File: src/rtl/mem_arbiter.sv
// Two-port (fetch + load/store) arbiter onto a single byte-wide synchronous RAM.
// One transfer at a time, serialised byte by byte, with load/store taking priority over fetch.
module mem_arbiter #(
    parameter int ADDR_W = 32
) (
    input  logic              clk,
    input  logic              rst,
    input  logic              if_req,
    input  logic [ADDR_W-1:0] if_addr,
    output logic              if_done,
    output logic [31:0]       if_rdata,
    input  logic              mem_req,
    input  logic              mem_we,
    input  logic [ADDR_W-1:0] mem_addr,
    input  logic [1:0]        mem_size,
    input  logic              mem_sext,
    input  logic [31:0]       mem_wdata,
    output logic              mem_done,
    output logic [31:0]       mem_rdata,
    output logic              if_stall,
    output logic              mem_stall,
    output logic [ADDR_W-1:0] ram_addr,
    output logic              ram_wr,
    output logic [7:0]        ram_dout,
    input  logic [7:0]        ram_din
);

    typedef enum logic [1:0] {IDLE, RD, WR, DONE} state_t;

    state_t            state_q, state_d;
    logic [2:0]        cnt_q, cnt_d;
    logic [ADDR_W-1:0] baseAddr_q, baseAddr_d;
    logic [1:0]        size_q, size_d;
    logic              sext_q, sext_d;
    logic [31:0]       wdata_q, wdata_d;
    logic              memSel_q, memSel_d;
    logic [31:0]       rbuf_q, rbuf_d;
    logic [31:0]       ifRdata_q, ifRdata_d;
    logic [31:0]       memRdata_q, memRdata_d;
    logic [ADDR_W-1:0] lastAddr_q;

    logic [2:0]        nBytes;
    logic [2:0]        rdOff;
    logic [1:0]        capIdx;
    logic [31:0]       capWord;
    logic [31:0]       loadExt;

    // The read address stops advancing on the last byte while its data comes back.
    always_comb begin
        unique case (size_q)
            2'b00:   nBytes = 3'd1;
            2'b01:   nBytes = 3'd2;
            default: nBytes = 3'd4;
        endcase
        rdOff  = (cnt_q >= nBytes) ? nBytes - 3'd1 : cnt_q;
        capIdx = cnt_q[1:0] - 2'd1;
    end

    always_comb begin
        capWord = rbuf_q;
        capWord[{capIdx, 3'b000} +: 8] = ram_din;
        unique case (size_q)
            2'b00:   loadExt = sext_q ? {{24{capWord[7]}}, capWord[7:0]}
                                      : {24'd0, capWord[7:0]};
            2'b01:   loadExt = sext_q ? {{16{capWord[15]}}, capWord[15:0]}
                                      : {16'd0, capWord[15:0]};
            default: loadExt = capWord;
        endcase
    end

    always_comb begin
        state_d    = state_q;
        cnt_d      = cnt_q;
        baseAddr_d = baseAddr_q;
        size_d     = size_q;
        sext_d     = sext_q;
        wdata_d    = wdata_q;
        memSel_d   = memSel_q;
        rbuf_d     = rbuf_q;
        ifRdata_d  = ifRdata_q;
        memRdata_d = memRdata_q;
        ram_addr   = lastAddr_q;
        ram_wr     = 1'b0;
        ram_dout   = 8'd0;

        unique case (state_q)
            IDLE: begin
                if (mem_req) begin
                    baseAddr_d = mem_addr;
                    size_d     = mem_size;
                    sext_d     = mem_sext;
                    wdata_d    = mem_wdata;
                    memSel_d   = 1'b1;
                    cnt_d      = 3'd0;
                    state_d    = mem_we ? WR : RD;
                end else if (if_req) begin
                    baseAddr_d = if_addr;
                    size_d     = 2'b10;
                    sext_d     = 1'b0;
                    memSel_d   = 1'b0;
                    cnt_d      = 3'd0;
                    state_d    = RD;
                end
            end
            RD: begin
                ram_addr = baseAddr_q + ADDR_W'(rdOff);
                cnt_d    = cnt_q + 3'd1;
                if (cnt_q != 3'd0) begin
                    rbuf_d = capWord;
                end
                if (cnt_q == nBytes) begin
                    state_d = DONE;
                    if (memSel_q) begin
                        memRdata_d = loadExt;
                    end else begin
                        ifRdata_d = capWord;
                    end
                end
            end
            WR: begin
                ram_addr = baseAddr_q + ADDR_W'(cnt_q);
                ram_wr   = 1'b1;
                ram_dout = wdata_q[{cnt_q[1:0], 3'b000} +: 8];
                cnt_d    = cnt_q + 3'd1;
                if (cnt_q == nBytes - 3'd1) begin
                    state_d = DONE;
                end
            end
            DONE: begin
                state_d = IDLE;
            end
            default: state_d = IDLE;
        endcase
    end

    always_ff @(posedge clk or negedge rst) begin
        if (!rst) begin
            state_q    <= IDLE;
            cnt_q      <= 3'd0;
            baseAddr_q <= '0;
            size_q     <= 2'b00;
            sext_q     <= 1'b0;
            wdata_q    <= 32'd0;
            memSel_q   <= 1'b0;
            rbuf_q     <= 32'd0;
            ifRdata_q  <= 32'd0;
            memRdata_q <= 32'd0;
            lastAddr_q <= '0;
        end else begin
            state_q    <= state_d;
            cnt_q      <= cnt_d;
            baseAddr_q <= baseAddr_d;
            size_q     <= size_d;
            sext_q     <= sext_d;
            wdata_q    <= wdata_d;
            memSel_q   <= memSel_d;
            rbuf_q     <= rbuf_d;
            ifRdata_q  <= ifRdata_d;
            memRdata_q <= memRdata_d;
            lastAddr_q <= ram_addr;
        end
    end

    assign if_done   = (state_q == DONE) && !memSel_q;
    assign mem_done  = (state_q == DONE) && memSel_q;
    assign if_rdata  = ifRdata_q;
    assign mem_rdata = memRdata_q;
    assign if_stall  = if_req & ~if_done;
    assign mem_stall = mem_req & ~mem_done;

endmodule

File: config.mk
export PLATFORM = sky130hd
export DESIGN_NAME = mem_arbiter
export DESIGN_NICKNAME = d
export VERILOG_FILES = /design/src/rtl/mem_arbiter.sv
export SDC_FILE = /design/constraint.sdc
export NUM_CORES = 1
export LEC_CHECK = 0
export ABC_AREA = 1
export CAP_MARGIN = 20
export CORE_ASPECT_RATIO = 0.9
export CORE_MARGIN = 5
export CORE_UTILIZATION = 55
export CTS_CLUSTER_SIZE = 20
export DETAILED_ROUTE_END_ITERATION = 6
export GPL_ROUTABILITY_DRIVEN = 0
export PLACE_DENSITY_LB_ADDON = 0.25
export SYNTH_ARGS = -nofsm -noshare
export SYNTH_HDL_FRONTEND = slang
export SYNTH_SLANG_ARGS = --single-unit
export TNS_END_PERCENT = 50
File: constraint.sdc
create_clock -name clk -period 8.1 [get_ports clk]
set_input_delay 2.025 -clock clk [delete_from_list [all_inputs] [get_ports clk]]
set_output_delay 2.025 -clock clk [all_outputs]
set_load 0.02 [all_outputs]
==> results of run 1 <==
==> power by group <==
group	internal, mW	leakage (nW)	switching (mW)
clock	0.593	0.353	0.390
combinational	1.28	3.26	1.98
sequential	1.46	2.47	0.342
total	3.33	6.09	2.71
==> through the flow <==
step | cells | hold WS (ps) | area (sq um) | setup WS [ps]
after detailed placement | 1670 | 460 | 12400 | 2170
after global placement | 1670 | 454 | 12400 | 2300
after global routing | 1710 | 494 | 13200 | 1300
final | 1710 | 472 | 13200 | 1610
after CTS | 1707 | 476 | 13100 | 1620
after floorplan | 1256 | 444 | 10100 | 2580
==> metal layers <==
layer | wire, microns | up-vias | global-route usage (%)
li1 | - | 4424 | -
met1 | 12100 | 4292 | 37.0
met2 | 12300 | 432 | 38.5
met3 | 2840 | 53 | 6.33
met4 | 762 | 0 | 6.61
met5 | 0 | - | 0
==> worst register-to-register path: cells and delay by family (launching register included) <==
kind,cells,cell delay [ps]
buffers and inverters,4,340
DFF,1,380
adders and majority gates,3,940
AOI/OAI and AO/OA,2,360
and+or+nand+nor,12,1340
==> flip-flops by register name (all words and copies together), names as in the netlist <==
register,flops
cnt_q,3
wdata_q,32
if_rdata,32
memSel_q,1
baseAddr_q,32
mem_rdata,32
state_q,2
lastAddr_q,32
size_q,2
sext_q,1
rbuf_q,32
==> synth_stat cells (2+ instances only) <==
library cell  number
nand2_1          444
dfrtp_1          201
nor2_1           190
inv_1             80
o21ai_0           65
a31oi_1           49
mux2_2            46
clkbuf_1          28
nand3_1           26
o22ai_1           23
buf_2             20
ha_1              19
a21oi_1           14
nand3b_1           9
or2_2              6
buf_4              5
clkinv_1           3
nand2_2            2
nand3_2            2
nand4_1            2
nor3_1             2
o21ai_1            2
xnor2_1            2
xor2_1             2
==> cell families (layout without fill, tap and decap cells) <==
kind of cell | Yosys count | in the layout | share of synthesized area, %
simple gates | 688 | 688 | 27.2
flops | 201 | 201 | 50.0
xor+xnor | 4 | 4 | 0.349
other cells | 0 | 1 | 0
mux | 46 | 46 | 5.15
fa+ha+maj | 20 | 20 | 2.56
buf+inv | 139 | 352 | 5.73
compound gates | 158 | 158 | 8.95
==> worst paths after layout <==
kind | to | slack, ps | depth (start not counted)
max | ram_addr[24] | 1610 | 21
min reg2reg | lastAddr_q[16]$_DFF_PN0_ | 470 | 2
max in group asynchronous | rbuf_q[11]$_DFFE_PN0P_ | 5030 | 3
min | lastAddr_q[16]$_DFF_PN0_ | 470 | 2
min in group asynchronous | baseAddr_q[10]$_DFFE_PN0P_ | 1450 | 1
max reg2reg | lastAddr_q[24]$_DFF_PN0_ | 4630 | 21
==> area by class of cell <==
type,instances,area (sq um)
fill,1338,4630
antenna,1,2.50
inverter,84,318
clock inverter,6,61.3
clock buffer,31,656
tap,240,300
timing repair buffer,231,2330
sequential,201,5030
multi-input combinational,916,4460
==> impl_metrics.toml, run 1 <==
[detailed_routing]
avgViaCountPerCell = 5.38
drc = 0
finalWirelength_mm = 27.9
dr_total_vias = 9201
detail_route.wl_per_cell_microns = 16.3
first_pass_iters = 5
drtAntennaViolNets = 0
drt-initial-drc-count = 702

[synthesis]
ys_ff_latch = 201
ys.flop_type = "dfrtp_1"
synthDominantCellAreaShare_pct = 50.0
synth_top_cell_by_area = "dfrtp_1"
synth_nets = 1388
yosysWarnings = 0
synthTopCellsByArea = "dfrtp_1, nand2_1, nor2_1, mux2_2, o21ai_0"
netlist_area_sq_mm = 0.0101
synth_edf_count = 0
yosysSeqAreaShare_pct = 50.0
yosysUniqueCellTypes = 38
syn_inst = 1256
ys_async_sr_fraction_pct = 100
syn_area_per_cell_sq_um = 8.00

[worst_setup_path]
worst-setup-path-type = "register to output pin"
critPathCaptureType = "output pin"
cp_common_cell = "nand2_1"
worstSetupStartpoint = "size_q[1]$_DFFE_PN0P_"
cp.required_ps = 6080
r2r_start = "size_q[1]$_DFFE_PN0P_"
cp_max_fo = 7
slowest_stage = "clkdlybuf4s50_1"
worstPathArrival_ps = 4470
crit_family = "simple AND/OR/NAND/NOR gates"
critPathMaxStageDelay_ps = 620
path_cells = "inv_1 > nand2_1 > inv_1 > ha_1 > nand3_2 > o211ai_1 > nand2_1 > o21ai_0 > ha_1 > inv_1 > fa_1 > inv_1 > nand2_1 > nand2_1 > nand2_1 > nor2_1 > nand3b_1 > nand2_1 > nand2_1 > nand2_1 > clkdlybuf4s50_1"
critPathBufInv = 5
start_kind = "register"

[die]
die_h_microns = 138
ioPinCount = 221
dieArea_sq_mm = 0.0211
core_area_sq_mm = 0.0178
start_util_pct = 56.5
fp-row-count = 46
die_w_microns = 152

[layout]
fin_nets = 1588
fin_util_pct = 74.0
drive_above_1_share_pct = 7.56
area_growth_pct = 30.9
mostFrequentLayoutCells = "nand2_1, clkdlybuf4s50_1, dfrtp_1"
final_common_cell = "nand2_1"

[clock_tree]
cts_max_level = 1
post-cts-setup-buffers = 0
cts_buffers = 22
clk_pin_slew_worst_paths_ps = 60
cts_hold_buf = 0
cts_buffer_depth = 3
cts_sinks = 201
cts-root-buf = "clkbuf_16"
post_cts_resized = 0
clk_latency_ps = 500
cts_tree = "built"

[timing]
drv_slew = 0
worst_pin_slew_ps = 879
max_freq_ghz = 0.154
period_needed_ps = 6490
setup_viol = 0
finalCritPeriodShare_pct = 80.2
hold_violations = 0
rsz0062_at_grt = "false"
fin_worst_skew_ps = 10.4
relSlewSlack_pct = 41.0
fin_tns_setup_ps = 0

[grt]
grt_pass1_vias = 8680
grt_max_degree = 136
antenna_found_initial = 1
grt_use_total_pct = 25.4
grt_pass1_wl_mm = 44.6
grt-ovfl-total = 0

[power_and_ir_drop]
powerDensity_mw_per_mm2 = 459
vdd_drop_max_v = 0.000253
power.total_mw = 6.04
p_leak_nw = 6.09

[status]
status = "completed"

[placed_design]
hpwl_mm = 20.0
portBuffers = 220

[hold_path]
hold_start = "lastAddr_q[16]$_DFF_PN0_"
hold_class = "register to register"

[run]
maxCapViolCount = 0
No activity file was read; power rests on OpenSTA's default activity.
==> run 2: changes to the inputs <==
CORE_UTILIZATION = 51   (was 55)
clock period = 6.1 ns   (was 8.1 ns; I/O delays follow)
==> run 2 against run 1 <==
Routed wire length up 2.6%. Critical endpoint is now ram_addr[7]. Sequential power up 30%. Cell count up 0.64%. Sequential share of layout area about the same. Via count down 0.57%. Flip-flop and latch count unchanged. Clock skew up 1.0 ps. Final area about the same. Non-clock buffer count up 1. Worst hold slack better by 1.4 ps. Register-to-register slack worse by 2000 ps. Largest cell class unchanged. The run now ends with DRC left.
==> impl_metrics.toml, run 2 (same netlist as run 1, synthesis figures left out) <==
[worst_setup_path]
path_cells = "inv_1 > nand2_1 > ha_1 > xnor2_1 > o21ai_0 > ha_1 > inv_1 > nand2_1 > nand3_1 > or2_2 > a31oi_1 > clkdlybuf4s50_1"
critPathCaptureType = "output pin"
cp.required_ps = 4580
cp_max_fo = 21
slowest_stage = "ha_1"
worst-setup-path-type = "register to output pin"
worstPathArrival_ps = 4230
critPathMaxStageDelay_ps = 700
start_kind = "register"

[detailed_routing]
avgViaCountPerCell = 5.32
dr_total_vias = 9149
drtAntennaViolNets = 0
drc = 1
first_pass_iters = 7
detail_route.wl_per_cell_microns = 16.7
drt-initial-drc-count = 853
finalWirelength_mm = 28.7

[timing]
fin_tns_setup_ps = 0
setup_viol = 0
max_freq_ghz = 0.174
finalCritPeriodShare_pct = 94.4
drv_slew = 0
hold_violations = 0
rsz0062_at_grt = "false"
relSlewSlack_pct = 34.1
period_needed_ps = 5760
worst_pin_slew_ps = 988
fin_worst_skew_ps = 11.4

[grt]
antenna_found_initial = 1
grt-ovfl-total = 0
grt_pass1_wl_mm = 46.1
grt_use_total_pct = 25.2
grt_pass1_vias = 8877
grt_max_degree = 124

[layout]
final_cells = 1721
mostFrequentLayoutCells = "nand2_1, clkdlybuf4s50_1, dfrtp_1"
area_growth_pct = 30.9
fin_nets = 1589
fin_util_pct = 68.2
final_common_cell = "nand2_1"
drive_above_1_share_pct = 7.90

[clock_tree]
cts-root-buf = "clkbuf_16"
cts_sinks = 201
cts_tree = "built"
clk_latency_ps = 500
cts_buffers = 22
clk_pin_slew_worst_paths_ps = 60
cts_buffer_depth = 3
cts_max_level = 1

[die]
die_h_microns = 143
dieArea_sq_mm = 0.0226
ioPinCount = 221
core_area_sq_mm = 0.0193
die_w_microns = 158
fp-row-count = 48
start_util_pct = 52.1

[power_and_ir_drop]
power.total_mw = 7.96
powerDensity_mw_per_mm2 = 605
p_leak_nw = 6.17
vdd_drop_max_v = 0.000292

[placed_design]
portBuffers = 220
placed_cells_incl_taps = 1683
hpwl_mm = 20.8

[hold_path]
hold_class = "register to register"

[status]
status = "complete, but fails checks"
violations = "DRC"

[run]
maxCapViolCount = 0
run 2: where the power goes:
| group | internal (mW) | total (mW) | switching (mW) | leakage (nW) |
|---|---|---|---|---|
| Clock | 0.753 | 1.27 | 0.517 | 0.346 |
| Combinational | 1.68 | 4.33 | 2.65 | 3.36 |
| Sequential | 1.94 | 2.36 | 0.416 | 2.47 |
| Total | 4.38 | 7.96 | 3.58 | 6.17 |
run 2: final timing paths:
path,from,end,slack [ps],cells after the start
setup / recovery,size_q[1]$_DFFE_PN0P_,ram_addr[7],340,12
hold / removal,wdata_q[12]$_DFFE_PN0P_,wdata_q[12]$_DFFE_PN0P_,470,2
setup reg to reg,size_q[1]$_DFFE_PN0P_,lastAddr_q[16]$_DFF_PN0_,2630,20
hold reg to reg,wdata_q[12]$_DFFE_PN0P_,wdata_q[12]$_DFFE_PN0P_,470,2
max in group asynchronous,rst,if_rdata[17]$_DFFE_PN0P_,3790,2
min in group asynchronous,rst,lastAddr_q[20]$_DFF_PN0_,1170,1
run 2: repair_timing:
action                                  in CTS  in global routing
hold buffers                                 0                  0
gates resized for setup                      0                 19
buffers inserted                             0                  0
endpoints found under the setup margin       0                 19
run 2: routing by layer:
| metal | track usage [%] | vias to the layer above | part of all wire [%] | wire (microns) |
|---|---|---|---|---|
| li1 | - | 4429 | - | - |
| met1 | 38.0 | 4270 | 45 | 12900 |
| met2 | 36.3 | 399 | 42 | 12100 |
| met3 | 7.24 | 51 | 11 | 3160 |
| met4 | 6.15 | 0 | 2.0 | 566 |
| met5 | 0 | - | 0 | 0 |
run 2: worst max-delay path, delay by kind of cell (launching register included):
family | cells | cell delay (ps)
AOI/OAI and AO/OA | 2 | 350
xor gates and xnor gates | 1 | 210
adders and majority gates | 2 | 1070
buffers and inverters | 3 | 850
DFF | 1 | 380
and+or+nand+nor | 4 | 870
run 2: cell type report:
type	count	area (sq um)
Sequential cell	201	5030
Clock inverter	4	20.0
Tap cell	250	313
Timing Repair Buffer	232	2330
Clock buffer	32	669
Multi-Input combinational cell	916	4480
Fill cell	1561	6120
Antenna cell	2	5.00
Inverter	84	318
run 2: stage by stage:
step / cell area (sq um) / hold WS [ps] / setup WS, ps
floorplan: 10100 / 444 / 1080
global placement: 12400 / 458 / 758
detailed placement: 12400 / 461 / 534
CTS: 13100 / 477 / 2.75
global route: 13200 / 490 / 19.8
finish: 13200 / 474 / 342
==> run 3: changes to the inputs <==
ABC_AREA = unset   (was 1)
==> run 3 against run 2 <==
Sequential power about the same. Synthesized area decreased by 4.8%. Routed wire length decreased by 17%. Non-clock buffer count increased by 5. The run now ends clean. Register-to-register slack got worse by 310 ps. Maximum frequency decreased by 2.8%. Die area decreased by 4.5%. Clock-buffer cell count decreased by 3. Cell count decreased by 20%. Combinational power decreased by 10%. Largest cell class unchanged. Worst hold slack got worse by 2.7 ps.
==> impl_metrics.toml, run 3 <==
[clock_tree]
cts_buffer_depth = 3
clk_pin_slew_worst_paths_ps = 60
cts_tree = "built"
cts_buffers = 22
cts_max_level = 1
cts-root-buf = "clkbuf_16"
clk_latency_ps = 500
cts_sinks = 201
cts_hold_buf = 0

[timing]
finalCritPeriodShare_pct = 97.1
setup_viol = 0
fin_worst_skew_ps = 8.41
relSlewSlack_pct = 36.0
fin_hold_ws_ps = 471
drv_slew = 0
worst_pin_slew_ps = 960
max_freq_ghz = 0.169
period_needed_ps = 5920
hold_violations = 0
rsz0062_at_grt = "true"

[synthesis]
synthDominantCellAreaShare_pct = 52.5
yosysSeqAreaShare_pct = 52.5
yosysUniqueCellTypes = 59
syn_inst = 904
synth_edf_count = 0
ys_ff_latch = 201
synth_nets = 1036
syn_area_per_cell_sq_um = 10.6
yosysMostFrequentCell = "dfrtp_1"
ys_async_sr_fraction_pct = 100
netlist_area_sq_mm = 0.00957
synth_top_cell_by_area = "dfrtp_1"
synthTopCellsByCount = "dfrtp_1, nand2_1, o21ai_0"
yosysWarnings = 0
ys.flop_type = "dfrtp_1"
synthTopCellsByArea = "dfrtp_1, o21ai_0, mux2_2, nand2_1, mux2i_1"

[power_and_ir_drop]
powerDensity_mw_per_mm2 = 596
p_leak_nw = 5.56
vdd_drop_max_v = 0.000394

[placed_design]
portBuffers = 220
hpwl_mm = 16.9
placed_cells_incl_taps = 1332
place_area_sq_mm = 0.0120

[grt]
grt_pass1_vias = 7502
antenna_found_initial = 0
grt_pass1_wl_mm = 38.7
grt_use_total_pct = 21.7
grt-ovfl-total = 0
grt_max_degree = 116

[detailed_routing]
first_pass_iters = 4
drt-initial-drc-count = 363
drc = 0
dr_total_vias = 7394
detail_route.wl_per_cell_microns = 17.3
avgViaCountPerCell = 5.38
drtAntennaViolNets = 0
finalWirelength_mm = 23.8

[die]
core_area_sq_mm = 0.0184
die_h_microns = 140
start_util_pct = 52.0
ioPinCount = 221
die_w_microns = 154
fp-row-count = 47
dieArea_sq_mm = 0.0216

[layout]
insertedDiodeCount = 0
mostFrequentLayoutCells = "dfrtp_1, clkdlybuf4s50_1, nand2_1"
fillCellCount = 1370
final-seq-area_sq_mm = 0.00503
fin_nets = 1246
fin_util_pct = 69.6
drive_above_1_share_pct = 11.9
final_cells = 1374
final_common_cell = "dfrtp_1"
multi_input_area_sq_mm = 0.00430
area_growth_pct = 33.8
design_area_sq_mm = 0.0128

[worst_setup_path]
reg2reg_slack_ps = 2320
critPathCaptureType = "output pin"
reg2reg_depth = 18
worstPathArrival_ps = 4400
r2r_start = "size_q[1]$_DFFE_PN0P_"
start_kind = "register"
worst-setup-path-type = "register to output pin"
cp_max_fo = 4
cp-endpoint = "ram_addr[13]"
cp.required_ps = 4580
r2r-end = "lastAddr_q[30]$_DFF_PN0_"
worstSetupStartpoint = "size_q[1]$_DFFE_PN0P_"

[run]
maxCapViolCount = 0

[status]
status = "completed"

[hold_path]
hold_class = "register to register"
run 3: cell types whose count changed after synthesis, sizes merged, moves of 35 or more:
| cell | change |
|---|---|
| nor2 | -123 |
| nand2 | -339 |
| inv | -67 |
| mux2i | +35 |
| a21oi | +66 |
| a31oi | -47 |
run 3: how the worst min path moves through the flow:
stage                           start                endpoint  slack (ps)  depth (start not counted)
6_report       rbuf_q[19]$_DFFE_PN0P_  rbuf_q[19]$_DFFE_PN0P_         470                          2
5_1_grt        rbuf_q[20]$_DFFE_PN0P_  rbuf_q[20]$_DFFE_PN0P_         490                          2
4_1_cts        rbuf_q[16]$_DFFE_PN0P_  rbuf_q[16]$_DFFE_PN0P_         480                          2
3_5_place_dp   rbuf_q[16]$_DFFE_PN0P_  rbuf_q[16]$_DFFE_PN0P_         460                          2
3_3_place_gp   rbuf_q[16]$_DFFE_PN0P_  rbuf_q[16]$_DFFE_PN0P_         450                          2
2_1_floorplan  rbuf_q[10]$_DFFE_PN0P_  rbuf_q[10]$_DFFE_PN0P_         440                          2
run 3: stage by stage:
stage | worst slack [ps] | TNS [ps] | total power [mW]
final | 176 | 0 | 7.63
after global routing | -104 | -291 | 8.14
after CTS | 29.4 | 0 | 7.71
after detailed placement | 298 | 0 | 6.35
after global placement | 406 | 0 | 6.24
after floorplan | 1050 | 0 | 4.69
run 3: layout make-up:
| cell class | instances | area share (%) |
|---|---|---|
| clock inverter | 10 | 0.997 |
| multi-input combinational | 638 | 33.6 |
| tap | 245 | 2.39 |
| sequential | 201 | 39.3 |
| timing repair buffer | 237 | 18.3 |
| inverter | 14 | 0.450 |
| clock buffer | 29 | 5.06 |
run 3: per-layer routing:
metal | routed length, microns | global-route usage (%) | vias up | share of wire (%)
li1 | - | - | 3587 | -
met1 | 10300 | 29.9 | 3540 | 43
met2 | 11200 | 35.1 | 230 | 47
met3 | 1750 | 5.40 | 37 | 7.4
met4 | 536 | 4.79 | 0 | 2.3
met5 | 0 | 0 | - | 0
run 3: timing repair:
action / in CTS / in global routing
hold endpoints to repair: 0 / 0
gates resized for setup: 15 / 18
pin swaps: 0 / 2
buffers inserted: 0 / 3
endpoints found under the setup margin: 17 / 23
run 3: report_power, final:
| group | internal, mW | leakage [nW] | switching [mW] |
|---|---|---|---|
| Clock | 0.871 | 0.387 | 0.522 |
| Sequential | 1.95 | 2.45 | 0.390 |
| Combinational | 1.71 | 2.72 | 2.18 |
run 3: logic make-up (layout without fill, tap and decap cells):
| kind of cell | Yosys count | after routing | share of synthesized area, % |
|---|---|---|---|
| xor+xnor | 32 | 32 | 2.93 |
| flops | 201 | 201 | 52.5 |
| buf+inv | 65 | 290 | 2.91 |
| simple gates | 287 | 287 | 14.8 |
| mux | 82 | 82 | 10.3 |
| fa+ha+maj | 20 | 20 | 2.69 |
| compound gates | 217 | 217 | 13.8 |
run 3: worst max-delay path, cell delays in order (launching register included):
cell             delay [ps]
dfrtp_1                 420
or2_2                   320
inv_1                   110
ha_1                    260
nand2b_1                150
a21o_1                  170
a21oi_1                 140
nor2_1                  110
mux2_2                  310
ha_1                    340
a21oi_1                 130
a2111oi_2               470
xor2_1                  180
mux2_2                  180
clkdlybuf4s50_1         610
